File: config.mk
export PLATFORM = sky130hd
export DESIGN_NAME = muldiv_unit
export DESIGN_NICKNAME = d
export VERILOG_FILES = /design/src/rtl/muldiv_unit.sv
export SDC_FILE = /design/constraint.sdc
export NUM_CORES = 1
export LEC_CHECK = 0
export ABC_CLOCK_PERIOD_IN_PS = 6500
export BUFFER_PORTS_ARGS = -buffer_cell sky130_fd_sc_hd__buf_4
export CORE_MARGIN = 4
export CORE_UTILIZATION = 47
export CTS_CLUSTER_SIZE = 30
export DETAILED_ROUTE_END_ITERATION = 7
export PLACE_DENSITY_LB_ADDON = 0.08
export SETUP_SLACK_MARGIN = 0.1
export SLEW_MARGIN = 10
export SYNTH_ARGS = -nofsm -noshare
export SYNTH_HDL_FRONTEND = slang
export SYNTH_SLANG_ARGS = --single-unit
File: constraint.sdc
create_clock -name clk -period 6.5 [get_ports clk]
set_input_delay 1.625 -clock clk [delete_from_list [all_inputs] [get_ports clk]]
set_output_delay 1.625 -clock clk [all_outputs]
set_load 0.01 [all_outputs]
File: src/rtl/muldiv_unit.sv
// Iterative RV32M multiply/divide engine: one shift-add or restoring-divide step
// per cycle, fin pulses for one cycle with the sign-corrected result.
module muldiv_unit #(
  parameter int unsigned XLEN = 32
) (
  input  logic            clk,
  input  logic            rst,
  input  logic            is_m,
  input  logic            is_d,
  input  logic [2:0]      funct3,
  input  logic [XLEN-1:0] src1,
  input  logic [XLEN-1:0] src2,
  input  logic            flush,
  output logic            fin,
  output logic            busy,
  output logic [XLEN-1:0] result
);

  localparam int unsigned CNT_W = $clog2(XLEN);
  localparam int unsigned PW    = 2 * XLEN;

  typedef enum logic [1:0] {IDLE, RUN, DONE} state_t;

  state_t            state, state_nxt;
  logic [CNT_W-1:0]  cnt;
  logic              op_div;
  logic [1:0]        op_sel;
  logic              neg_q, neg_r, div0;
  logic [XLEN-1:0]   m_reg;
  logic [XLEN-1:0]   dvd_raw;
  logic [PW-1:0]     p_reg;

  logic              start_c, last_c;
  logic              a_signed_c, b_signed_c, neg_a_c, neg_b_c;
  logic [XLEN-1:0]   mag_a_c, mag_b_c;
  logic [XLEN:0]     mul_sum_c, rem_sh_c;
  logic [XLEN-1:0]   rem_diff_c;
  logic              rem_ge_c;
  logic [PW-1:0]     p_nxt_c, prod_c;
  logic [XLEN-1:0]   quo_c, rem_c, res_c;

  assign start_c = (is_m | is_d) & ~flush;
  assign last_c  = (cnt == CNT_W'(XLEN - 1));

  // Operand signedness: is_d wins over is_m when both are raised
  assign a_signed_c = is_d ? ~funct3[0] : (funct3 != 3'd3);
  assign b_signed_c = is_d ? ~funct3[0] : (funct3 < 3'd2);
  assign neg_a_c    = a_signed_c & src1[XLEN-1];
  assign neg_b_c    = b_signed_c & src2[XLEN-1];
  assign mag_a_c    = neg_a_c ? -src1 : src1;
  assign mag_b_c    = neg_b_c ? -src2 : src2;

  // Next-state logic
  always_comb begin
    state_nxt = state;
    unique case (state)
      IDLE:    if (start_c) state_nxt = RUN;
      RUN: begin
        if (flush)       state_nxt = IDLE;
        else if (last_c) state_nxt = DONE;
      end
      DONE:    state_nxt = IDLE;
      default: state_nxt = IDLE;
    endcase
  end

  // One iteration: p_reg holds {acc, multiplier} or {remainder, quotient}
  always_comb begin
    mul_sum_c  = {1'b0, p_reg[PW-1:XLEN]} + {1'b0, m_reg & {XLEN{p_reg[0]}}};
    rem_sh_c   = {p_reg[PW-1:XLEN], p_reg[XLEN-1]};
    rem_ge_c   = (rem_sh_c >= {1'b0, m_reg});
    rem_diff_c = rem_sh_c[XLEN-1:0] - m_reg;
    if (op_div)
      p_nxt_c = {(rem_ge_c ? rem_diff_c : rem_sh_c[XLEN-1:0]), p_reg[XLEN-2:0], rem_ge_c};
    else
      p_nxt_c = {mul_sum_c, p_reg[XLEN-1:1]};
  end

  // Sign correction and special-case selection on the final iteration's value
  always_comb begin
    prod_c = neg_q ? -p_nxt_c : p_nxt_c;
    quo_c  = p_nxt_c[XLEN-1:0];
    rem_c  = p_nxt_c[PW-1:XLEN];
    res_c  = '0;
    if (!op_div)
      res_c = (op_sel == 2'd0) ? prod_c[XLEN-1:0] : prod_c[PW-1:XLEN];
    else if (div0)
      res_c = op_sel[1] ? dvd_raw : '1;
    else if (op_sel[1])
      res_c = neg_r ? -rem_c : rem_c;
    else
      res_c = neg_q ? -quo_c : quo_c;
  end

  always_ff @(posedge clk or posedge rst) begin
    if (rst) state <= IDLE;
    else     state <= state_nxt;
  end

  always_ff @(posedge clk or posedge rst) begin
    if (rst) begin
      fin     <= 1'b0;
      busy    <= 1'b0;
      result  <= '0;
      cnt     <= '0;
      op_div  <= 1'b0;
      op_sel  <= '0;
      neg_q   <= 1'b0;
      neg_r   <= 1'b0;
      div0    <= 1'b0;
      m_reg   <= '0;
      dvd_raw <= '0;
      p_reg   <= '0;
    end else begin
      fin  <= (state_nxt == DONE);
      busy <= (state_nxt != IDLE);
      if (state == IDLE && start_c) begin
        op_div  <= is_d;
        op_sel  <= funct3[1:0];
        neg_q   <= neg_a_c ^ neg_b_c;
        neg_r   <= neg_a_c;
        div0    <= is_d & (src2 == '0);
        dvd_raw <= src1;
        m_reg   <= is_d ? mag_b_c : mag_a_c;
        p_reg   <= {XLEN'(0), (is_d ? mag_a_c : mag_b_c)};
        cnt     <= '0;
      end else if (state == RUN) begin
        p_reg <= p_nxt_c;
        cnt   <= cnt + CNT_W'(1);
        if (state_nxt == DONE) result <= res_c;
      end
    end
  end

endmodule

[Word-level counts from Yosys, hierarchy flattened]
Index checks and enable logic that the tools add are counted.
Storage, ports and cells
  bits of input ports: 72
  output and inout port bits: 34
  word-level logic and storage cells: 68
  flip-flop bits (word level): 175
Cells by class
  bitwise gates (word level): 10
  order comparisons: 2
  equal/unequal tests: 4
  multiplexer cells: 24
  add/subtract/negate cells: 8
  reduce and logical (&&, ||, !) cells: 7
Operators with widths (number)
  2-to-1 mux 32 bit: 12
  2-to-1 mux 64 bit: 4
  negation 32 bit: 4
  negation 64 bit: 1
  adder 32 x 32 -> 33 bit: 1
  greater-or-equal comparator 33 x 32 -> 1 bit: 1
  bitwise AND 32 bit: 1
  zero test 32 bit: 1
  subtractor 32 bit: 1
  2-to-1 mux 5 bit: 2
  2-to-1 mux 2 bit: 3
  adder 5 x 1 -> 5 bit (second input constant): 1
  equality test 5 bit (second input constant): 1
  bitwise AND 1 bit: 4
  zero test 2 bit: 2
  case mux 2 bit (2 select lines): 1
  nonzero test 2 bit: 2
  < comparator 3 x 2 -> 1 bit (second input constant): 1
  inequality test 3 x 2 -> 1 bit (second input constant): 1
  inverter 1 bit: 3
  AND reduction 3 bit: 1
  equality test 2 x 1 -> 1 bit (second input constant): 1
  equality test 2 bit (second input constant): 1
  2-to-1 mux 1 bit: 2
  3 further kinds: 3

[Longest topological paths before layout]
  word-level depth: 8
  mapped depth: 25
  gate-level depth less buffers: 22

[Worst setup path before layout]
No wires, ideal clock.
  path type: flip-flop to flip-flop
  from: register op_div
  to: register result[26]
  cell stages (with the launch flop): 23
  setup time: 0.124 ns
  required time: 6.376 ns
  setup slack: 1.336 ns
  arrival: 5.040 ns
  clock period less this slack: 5.164 ns
  path buffers: 7
  path through: dfrtp_1 buf_2 buf_2 buf_2 clkbuf_1 buf_1 clkbuf_1 buf_1 mux2_2 inv_1 ha_1 o2111ai_1 or2_2 nor3_1 nand3_1 nor2_1 nand2_1 nor2_1 nand4_1 o41ai_1 xnor2_1 a21oi_1 a21oi_1
On the way
  cells in the longest elaborated chain, start to end: 6
  elaborated cells between the ends (all ways): 11
Ends and longest elaborated chain
  from (decl): line 26  | logic op_div;
  from (signal assigned): line 118  | op_div <= is_d;
  2-to-1 mux 64 bit: line 73  | if (op_div)
  negation 32 bit (on tied branches): line 92, 90
  2-to-1 mux 32 bit (on tied branches): line 92, 90
  2-to-1 mux 32 bit: line 89  | else if (op_sel[1])
  2-to-1 mux 32 bit: line 87  | else if (div0)
  2-to-1 mux 32 bit (*): line 85  | if (!op_div)
  to (signal assigned): line 130  | if (state_nxt == DONE) result <= res_c;
  to (decl): line 16  | output logic [XLEN-1:0] result
Every way passes the cells marked *; elsewhere a longest branch is shown, timed or not.
A chain may end at the register's enable or synchronous reset.

[Worst setup path after layout]
  from: register p_reg[0]
  to: register result[25]
On the way
  cells in the longest elaborated chain, start to end: 8
  elaborated cells between the ends (all ways): 13
Ends and longest elaborated chain
  from (decl): line 31  | logic [PW-1:0] p_reg;
  from (signal assigned): line 125  | p_reg <= {XLEN'(0), (is_d ? mag_a_c : mag_b_c)};
  from (signal assigned): line 128  | p_reg <= p_nxt_c;
  bitwise AND 32 bit: line 69  | mul_sum_c = {1'b0, p_reg[PW-1:XLEN]} + {1'b0, m_reg & {XLEN{p_reg[0]}}};
  adder 32 x 32 -> 33 bit: line 69
  2-to-1 mux 64 bit (*): line 73
  negation 32 bit: line 90  | res_c = neg_r ? -rem_c : rem_c;
  2-to-1 mux 32 bit: line 90
  2-to-1 mux 32 bit: line 89
  2-to-1 mux 32 bit: line 87
  2-to-1 mux 32 bit (*): line 85
Marks and branches as above.

==> impl_results.md <==
* Total Neg Setup Slack at 0 ns
* Detailed Route WL at approximately 77000 um
* Final hold vios at 0
* LEAKAGE at 8.16 nW
* Initial Util at 0.475
* Startpoint types: flip-flop
* Layout cells sized above 1 at 0.103
* Antenna violations before repair at 3
* Hold path start: result[7]
* Synthesized Nets at between 2000 and 2500
* Worst Path Required at 6.89 ns
* Setup ws final at approximately 0.44 ns
* # fillers at ~3600
* Nets@finish at 2504
* Most instantiated library cell after synthesis: nand2_1
* CP Class: reg -> reg
* Slew Limit Fails at 0
* CTS root buf: clkbuf_16
* Clock transition at the registers of the reported paths at about 0.08 ns
* Setup WS pre-CTS at around 0.71 ns
* Worst-case clock buffer depth at 2
* Vias in the first global route at around 18000
* FF+latch count, synth at 175
* Fin util at 0.525
* Share of the synthesized area in the top cell type at 0.253
* Worst hold path stage count at 2
* Core area at 36400 um2
* CP max stage cell: dfrtp_1
* Area of the die at around 40000 um2
* Synthesis-to-finish area growth at 10.6%
* Max reg flops at 64
* Register area share after synthesis at 0.253
* DRC viols at 0
* Hold EP: result[7]
* YS warnings at 0
* GRT Residual Overflow at 0
* Cell accounting for the most synthesized area: dfrtp_1
* Post-synth ARST share at 1.00
* Clk_lat worst skew at 0.47 ns
* Synth cell count leaders: 362 x nand2_1, 214 x o21ai_0, 201 x a21oi_1
* Syn Inst Count at 2332
* P per Cell Area at 493 nW/um2
* Hold Buf Count CTS at 0
* Final setup skew at roughly 0.015 ns
* H-Tree Depth at 4
* Worst slew pin tran at around 1.1 ns
* Die W at 200 um
* Clock sink count at 175
* Status: completed
* I/O pin cnt at 106
* First-pass GRT wire length at ~110000 um
* Rel. slew slack at 0.266
* CP arrival at 6.45 ns
* Distinct cells, synth at 92
* CTS tree: yes
* Critical path fanouts, max at 27
* Initial DRC count at 2288
* Maximum number of pins on one net before global-route repair at 90
* Total GRT Usage at 0.382
* Detailed placement HPWL at around 60000 um
* Post-route cell area at about 19000 um2
* First drt pass iteration count at 7
* Number of CTS-inserted buffers at 17
* Port-buffer cells at 105
* Synthesized area at 17300 um2
* Crit end category: flip-flop
* FMAX at between 0.15 and 0.2 GHz
* Post-cts resize count at 0
* Final cycle utilization of the critical path at 0.933
* Post-Place Cell Area at 18500 um2
* WP buf/inv at 1
* Worst R2R End: result[25]
* Dominant synthesized flop cell: dfrtp_1
* Die height at 200 um
* Vias at 19015
* Post-CTS Setup Bufs at 0
* Final setup violation count at 0
* Max VDD drop at 261 uV
* Delay-heaviest family, CP: simple AND/OR/NAND/NOR gates
* WL/cell at 27.2 um
* Post-DRT Antenna Nets at 0
* DR vias/cell at 6.69
* Syn Area/Cell at between 7 and 8 um2
* R2R Path Start: p_reg[0]
* Min-Delay Path Class: reg -> reg
* Post-layout min period at 6.06 ns
* Rows at 70
* Top cells by area, synth: dfrtp_1 25%, nand2_1 7.9%, o21ai_0 6.2%
* Crit-path cells: and2_1 > ha_1 > inv_1 > fa_1 > nand2b_1 > a21oi_1 > o21ai_0 > xnor2_1 > nor2_1 > a311oi_2 > nor3b_1 > nand3_1 > nor3_1 > mux2i_1 > o221ai_1 > a21boi_1
* Reg2Reg Depth at 16
* MaxCap Viol Count at 0
* EDFF count, synth at 0
* RSZ-0062 raised after global routing: false
* Largest stage delay, worst path at between 1 and 1.5 ns
* R2R Setup Slk at 0.44 ns
* Placer Congestion at ~1
[worst register-to-register path, delay by kind of cell, from the launching register on]
family                   cells  cell delay (ns)
AND/OR/NAND/NOR              6             2.18
adder cells (fa/ha/maj)      2             0.56
buffers and inverters        1             0.05
flip-flops                   1             1.07
multiplexers                 1             0.26
AO/OA/AOI/OAI                5             1.54
XOR/XNOR                     1             0.31
[logic make-up after synthesis]
| logic type | after synthesis | share of synthesized area |
|---|---|---|
| DFF | 175 | 0.253 |
| AOI/OAI and AO/OA | 801 | 0.299 |
| buffers and inverters | 224 | 0.0513 |
| muxes | 48 | 0.0286 |
| xor gates and xnor gates | 182 | 0.0921 |
| and+or+nand+nor | 830 | 0.222 |
| adders and majority gates | 72 | 0.0529 |
[per-layer routing]
| layer | routed length [um] | GRT usage | part of all wire | vias up |
|---|---|---|---|---|
| li1 | - | - | - | 8554 |
| met1 | 31500 | 0.518 | 0.41 | 9167 |
| met2 | 33100 | 0.564 | 0.43 | 1095 |
| met3 | 8490 | 0.103 | 0.11 | 195 |
| met4 | 4250 | 0.186 | 0.055 | 4 |
| met5 | 23 | 0 | 0.00030 | - |
[per-stage QoR]
stage               power, mW  hold WS, ns  cells
floorplan                5.89        0.440   2332
global placement         8.05        0.460   2809
detailed placement       8.06        0.469   2809
CTS                      9.22        0.486   2841
global route             9.93        0.511   2841
finish                   9.43        0.481   2843
[where the power goes]
part	internal, mW	switching [mW]	leakage (nW)
combinational	2.24	4.29	5.61
sequential	1.36	0.407	2.25
clock	0.592	0.533	0.300
[how the worst max path moves through the flow]
stage                          from         end  slack, ns  cells past startpoint
after floorplan                 rst        busy       0.13                      1
after global placement    p_reg[45]  result[30]       0.75                     14
after detailed placement   p_reg[0]  result[30]       0.71                     17
after CTS                  p_reg[0]  result[30]       0.68                     17
after global routing       p_reg[0]  result[25]       0.11                     16
final                      p_reg[0]  result[25]       0.44                     16
[cells in the final DEF, fill, tap and decap left out, types with 37 or more instances in the layout]
cell,n
ha_1,70
and2_1,39
xnor2_1,122
inv_1,73
nand3_1,42
nor2_1,170
a21oi_1,201
o31ai_1,43
xor2_1,60
nand2_1,362
buf_4,155
o21ai_0,214
dfrtp_1,174
nor3_1,53
mux2i_1,37
[layout make-up]
| cell class | instances | area, um2 | share of cell area |
|---|---|---|---|
| Clock buffer | 18 | 439 | 0.0230 |
| Clock inverter | 14 | 168 | 0.00876 |
| Inverter | 76 | 290 | 0.0152 |
| Tap cell | 468 | 586 | 0.0306 |
| Timing Repair Buffer | 157 | 1200 | 0.0629 |
| Sequential cell | 175 | 4380 | 0.229 |
| Multi-Input combinational cell | 1933 | 12100 | 0.630 |
| Antenna cell | 2 | 5.00 | 0.000262 |
Note: power is estimated with default switching activity, not from simulation.
